$ cat config.mk
export PLATFORM = sky130hd
export DESIGN_NAME = simple_memory_device_flat
export DESIGN_NICKNAME = d
export VERILOG_FILES = /design/src/rtl/simple_memory_device_if.sv /design/src/rtl/simple_memory_device.sv /design/src/flat_wrapper.sv
export SDC_FILE = /design/constraint.sdc
export NUM_CORES = 2
export LEC_CHECK = 0
export ABC_AREA = 1
export CAP_MARGIN = 20
export CORE_ASPECT_RATIO = 1.1
export CORE_MARGIN = 2
export CORE_UTILIZATION = 27
export CTS_CLUSTER_SIZE = 16
export DETAILED_ROUTE_END_ITERATION = 10
export PLACE_DENSITY_LB_ADDON = 0.3
export RECOVER_POWER = 25
export SLEW_MARGIN = 10
export SYNTH_ARGS = -nofsm -noshare
export SYNTH_HDL_FRONTEND = slang
export SYNTH_SLANG_ARGS = --single-unit
$ cat constraint.sdc
create_clock -name clk -period 7.75 [get_ports clk]
set_input_delay 0.775 -clock clk [delete_from_list [all_inputs] [get_ports clk]]
set_output_delay 0.775 -clock clk [all_outputs]
set_load 0.005 [all_outputs]
$ cat src/rtl/simple_memory_device_if.sv
// Controller-to-memory bus: request strobes and address from the controller,
// registered read data, ready and error flag from the memory device.
interface simple_memory_device_if #(
  parameter int size = 16
);
  logic            mem_cs;
  logic            mem_read;
  logic [size-1:0] mem_addr_bus;
  logic [size-1:0] mem_data_bus;
  logic            mem_ready;
  logic            mem_err;

  modport master (
    output mem_cs, mem_read, mem_addr_bus,
    input  mem_data_bus, mem_ready, mem_err
  );

  modport slave (
    input  mem_cs, mem_read, mem_addr_bus,
    output mem_data_bus, mem_ready, mem_err
  );
endinterface

$ cat src/rtl/simple_memory_device.sv
// Synchronous memory target with a fixed number of wait states.
// A read is accepted in IDLE, waits LATENCY cycles, then presents registered
// data with mem_ready held until the controller drops mem_cs. A side-band
// load port writes the array in any state.
module simple_memory_device #(
  parameter int size    = 16,
  parameter int DEPTH   = 256,
  parameter int LATENCY = 2
) (
  input  logic                   clk,
  input  logic                   rst,
  simple_memory_device_if.slave  bus,
  input  logic                   load_en,
  input  logic [size-1:0]        load_addr,
  input  logic [size-1:0]        load_data
);

  localparam int              aw        = (DEPTH > 1) ? $clog2(DEPTH) : 1;
  // One extra bit so DEPTH == 2**size still compares correctly.
  localparam logic [size:0]   depth_lim = (size + 1)'(DEPTH);
  localparam logic            zero_lat  = (LATENCY == 0);
  localparam logic [3:0]      wait_init = (LATENCY == 0) ? 4'd0 : 4'(LATENCY - 1);

  typedef enum logic [1:0] {
    IDLE  = 2'd0,
    WAIT  = 2'd1,
    READY = 2'd2
  } state_t;

  state_t          state;
  logic [size-1:0] addr_q;
  logic [3:0]      wait_cnt;
  logic [size-1:0] data_q;
  logic            ready_q;
  logic            err_q;

  logic [size-1:0] mem [DEPTH];

  logic [size-1:0] cap_addr;
  logic            cap_in_range;
  logic [size-1:0] cap_data;
  logic            load_in_range;

  // Address feeding the data capture: the live bus when READY is entered
  // straight from IDLE (zero latency), otherwise the address held since acceptance.
  always_comb begin
    cap_addr     = (state == IDLE) ? bus.mem_addr_bus : addr_q;
    cap_in_range = ({1'b0, cap_addr} < depth_lim);
    cap_data     = cap_in_range ? mem[cap_addr[aw-1:0]] : '0;
  end

  assign load_in_range = ({1'b0, load_addr} < depth_lim);

  // Load port write; out-of-range loads are dropped.
  // NOTE: the array has no reset, so it maps onto plain RAM; a reset here
  // would force it into thousands of flops.
  always_ff @(posedge clk) begin
    if (load_en && load_in_range) begin
      mem[load_addr[aw-1:0]] <= load_data;
    end
  end

  // Access FSM with registered ready/data/error outputs.
  // NOTE: non-blocking assignments here mean a load on the capture edge is not
  // yet visible to cap_data, so that capture returns the old word.
  always_ff @(posedge clk) begin
    if (rst) begin
      state    <= IDLE;
      addr_q   <= '0;
      wait_cnt <= '0;
      data_q   <= '0;
      ready_q  <= 1'b0;
      err_q    <= 1'b0;
    end else begin
      case (state)
        IDLE: begin
          ready_q <= 1'b0;
          // Writes through the controller bus are unsupported and ignored.
          if (bus.mem_cs && bus.mem_read) begin
            addr_q <= bus.mem_addr_bus;
            if (zero_lat) begin
              data_q <= cap_data;
              err_q  <= ~cap_in_range;
              state  <= READY;
            end else begin
              wait_cnt <= wait_init;
              state    <= WAIT;
            end
          end
        end

        WAIT: begin
          if (!bus.mem_cs) begin
            state <= IDLE;
          end else if (wait_cnt == 4'd0) begin
            data_q <= cap_data;
            err_q  <= ~cap_in_range;
            state  <= READY;
          end else begin
            wait_cnt <= wait_cnt - 4'd1;
          end
        end

        READY: begin
          if (!bus.mem_cs) begin
            ready_q <= 1'b0;
            state   <= IDLE;
          end else begin
            ready_q <= 1'b1;
          end
        end

        default: state <= IDLE;
      endcase
    end
  end

  assign bus.mem_data_bus = data_q;
  assign bus.mem_ready    = ready_q;
  assign bus.mem_err      = err_q;

endmodule
$ cat src/flat_wrapper.sv
// flat-port wrapper written by rule: the top's interface ports become plain ports
module simple_memory_device_flat 
#(
  parameter int size    = 16,
  parameter int DEPTH   = 256,
  parameter int LATENCY = 2
)
  (clk, rst, load_en, load_addr, load_data, bus_mem_cs, bus_mem_read, bus_mem_addr_bus, bus_mem_data_bus, bus_mem_ready, bus_mem_err);
  simple_memory_device_if #(.size(size)) bus_i ();
  input  logic clk;
  input  logic rst;
  input  logic load_en;
  input  logic [size-1:0] load_addr;
  input  logic [size-1:0] load_data;
  input wire logic [$bits(bus_i.mem_cs)-1:0] bus_mem_cs;
  input wire logic [$bits(bus_i.mem_read)-1:0] bus_mem_read;
  input wire logic [$bits(bus_i.mem_addr_bus)-1:0] bus_mem_addr_bus;
  output wire logic [$bits(bus_i.mem_data_bus)-1:0] bus_mem_data_bus;
  output wire logic [$bits(bus_i.mem_ready)-1:0] bus_mem_ready;
  output wire logic [$bits(bus_i.mem_err)-1:0] bus_mem_err;
  assign bus_i.mem_cs = bus_mem_cs;
  assign bus_i.mem_read = bus_mem_read;
  assign bus_i.mem_addr_bus = bus_mem_addr_bus;
  assign bus_mem_data_bus = bus_i.mem_data_bus;
  assign bus_mem_ready = bus_i.mem_ready;
  assign bus_mem_err = bus_i.mem_err;
  simple_memory_device #(.size(size), .DEPTH(DEPTH), .LATENCY(LATENCY)) u_core (.clk(clk), .rst(rst), .bus(bus_i), .load_en(load_en), .load_addr(load_addr), .load_data(load_data));
endmodule
==> results.py <==
metrics = {
    "cts": {
        "insertion_delay_ns": 1.04,
        "cts_max_path_buffers": 4,
        "cts-htree-levels": 5,
        "cts_sinks": 4136,
        "cts_root_buf": "clkbuf_16",
        "cts_resized": 0,
        "clk_pin_slew_ns": 0.07,
        "post_cts_buffers": 0,
        "hold_buffers": 0,
        "cts_buffers": 404,
        "tritoncts": "done",
    },
    "floorplanning": {
        "coreArea_um2": 614000,
        "start_util": 0.2706,
        "die_area_um2": 621800,
        "die_x_um": 752.0,
        "pin_count": 71,
        "rows": 302,
        "die_y_um": 826.8,
    },
    "pwr": {
        "internal-power_mw": 36.60,
        "p_clk_frac": 0.399,
        "power.leakage_nw": 63.95,
        "ir_drop_uv": 174.6,
        "p_switching_mw": 12.38,
        "p_sw_frac": 0.2527,
        "combPwrFrac": 0.098,
        "power_per_cell_area_nw_per_um2": 257.1,
        "seqPwrFrac": 0.503,
    },
    "logic_synthesis": {
        "syn-instance-count": 13770,
        "ys_seq_area_frac": 0.7450,
        "syn_area_per_cell_um2": 12.07,
        "syn_nets": 13820,
        "yosysWarnings": 0,
        "ys_ff_latch": 4136,
        "ys_types": 27,
        "netlist_area_um2": 166200,
    },
    "drt": {
        "antenna_left": 0,
        "first_pass_iters": 8,
        "vias": 109100,
        "drc": 0,
        "wl_per_cell_um": 23.95,
        "first_iter_violations": 11910,
        "vias_per_cell": 4.881,
        "wirelength_um": 535200,
    },
    "timing": {
        "slew_viol_final": 1841,
        "maxSlewHeadroom": -3.283,
        "worstMarginPinSlew_ns": 6.424,
        "setup_viol": 0,
        "period_needed_ns": 6.081,
        "hold_viol_final": 0,
        "tns_ns": 0,
        "rsz0062_at_grt": "false",
        "finalCritPeriodShare": 0.7846,
        "fin_hold_ws_ns": 0.3392,
        "fmax_mhz": 164.5,
        "finClkSkew_ns": 0.06439,
    },
    "worst_setup_path": {
        "path_cells": "clkbuf_1 > buf_4 > buf_4",
        "critPathKind": "input pin to register",
        "reg2reg_slack_ns": 2.37,
        "crit_required_ns": 8.44,
        "startpoint_type": "input pin",
        "critPathCaptureType": "register",
        "worst-path-max-fanout": 101,
        "crit_path_top_delay_cell": "clkbuf_1",
        "arrival_ns": 6.77,
        "cpMostUsedCell": "buf_4",
        "critical-path-max-stage-delay_ns": 4.13,
    },
    "global_route": {
        "grt_pass1_wl_um": 761300,
        "antenna_found_initial": 22,
        "grt_usage": 0.1651,
        "grt_pass1_vias": 103000,
        "grt_max_degree": 161,
        "grt-ovfl-total": 0,
    },
    "finish": {
        "final_cells": 22340,
        "nets": 13850,
        "design_area_um2": 190500,
        "layout_commonest_cell": "nand3_1",
        "drive_gt1_frac": 0.07830,
        "postLayoutCoreUtil": 0.3103,
        "synthToLayoutAreaGrowth_pct": 14.64,
        "final_cell_mix": "nand3_1 (4242), edfxtp_1 (4096), nand2_1 (3995)",
    },
    "status": {
        "violations": "capacitance limit, slew limit",
        "status": "finished with violations",
    },
    "placement": {
        "port-buffer-count": 70,
        "hpwl_um": 293100,
        "gp_congestion": 0.8085,
        "placed_cell_area_um2": 177900,
        "place_inst": 21600,
    },
    "min_path": {
        "hold_path_class": "input pin to register",
    },
    "job": {
        "cap_violations": 22,
    },
}
critical path, delay by kind of cell:
kind / cells / cell delay [ns]
buf+inv: 3 / 5.62
sequential cells by signal, summed over array words and instances, names as in the netlist:
signal / cells
u_core.mem: 4096
u_core.addr_q: 16
u_core.bus.mem_data_bus: 16
u_core.wait_cnt: 4
u_core.state: 2
u_core.bus.mem_err: 1
u_core.bus.mem_ready: 1
routing by layer:
metal / up-vias / wire [um] / track usage
met3: 782 / 35080 / 0.02280
met2: 3909 / 259200 / 0.2772
met1: 55030 / 219200 / 0.2172
li1: 49320 / - / -
met4: 12 / 21680 / 0.06102
met5: - / 81 / 0
logic make-up after synthesis:
kind of cell / count (synthesis) / share of synthesized area
fa+ha+maj: 2 / 0.0001506
buf+inv: 1017 / 0.02762
compound gates: 49 / 0.001528
xor+xnor: 1 / 0.00005271
flops: 4136 / 0.7450
simple gates: 8561 / 0.2257
layout make-up:
| class | count | area (um^2) |
|---|---|---|
| antenna | 9 | 22.52 |
| timing repair buffer | 574 | 5249 |
| clock buffer | 501 | 10540 |
| multi-input combinational | 8613 | 38050 |
| sequential | 4136 | 123800 |
| fill | 61540 | 423500 |
| clock inverter | 234 | 2303 |
| tap | 8208 | 10270 |
| inverter | 68 | 276.5 |
stage by stage:
step           total power, mW  worst slack, ns
3_3_place_gp             29.89            2.242
2_1_floorplan            27.68            4.757
4_1_cts                  49.29            2.495
5_1_grt                  50.44            1.375
6_report                 48.98            1.669
3_5_place_dp             29.91            2.286
cell usage after synthesis (all sizes together):
master	n	area, um^2
nand3	4242	21230
edfxtp	4096	123000
nand2	4018	15110
buf	666	3272
nor2	288	1089
clkbuf	283	1062
inv	66	247.7
dfxtp	40	800.8
o21ai	25	128.9
a21oi	22	110.1
nor4	6	37.54
nor3	4	20.02
clkinv	2	7.510
ha	2	25.02
nand3b	2	15.01
a211oi	1	7.510
nand4	1	6.260
o21a	1	7.510
xor2	1	8.760
path summary, 6_finish.rpt:
kind	startpoint	end	cells past startpoint
hold / removal	bus_mem_addr_bus[5]	u_core.addr_q[5]$_SDFFE_PP0P_	3
hold reg to reg	u_core.bus.mem_ready$_SDFFE_PP0P_	u_core.bus.mem_ready$_SDFFE_PP0P_	2
setup reg to reg	u_core.state[1]$_SDFFE_PP0P_	u_core.bus.mem_data_bus[6]$_SDFFE_PP0P_	14
setup / recovery	load_data[0]	u_core.mem[172][0]$_DFFE_PP_	3
power groups by stage:
stage / Combinational, mW / Clock [mW] / Sequential [mW]
3_3_place_gp: 4.83 / 0 / 25.1
6_report: 4.82 / 19.5 / 24.6
4_1_cts: 4.86 / 19.9 / 24.6
3_5_place_dp: 4.85 / 0 / 25.1
2_1_floorplan: 2.62 / 0 / 25.1
5_1_grt: 5.17 / 20.7 / 24.6
Power figures use the tool's default switching activity.
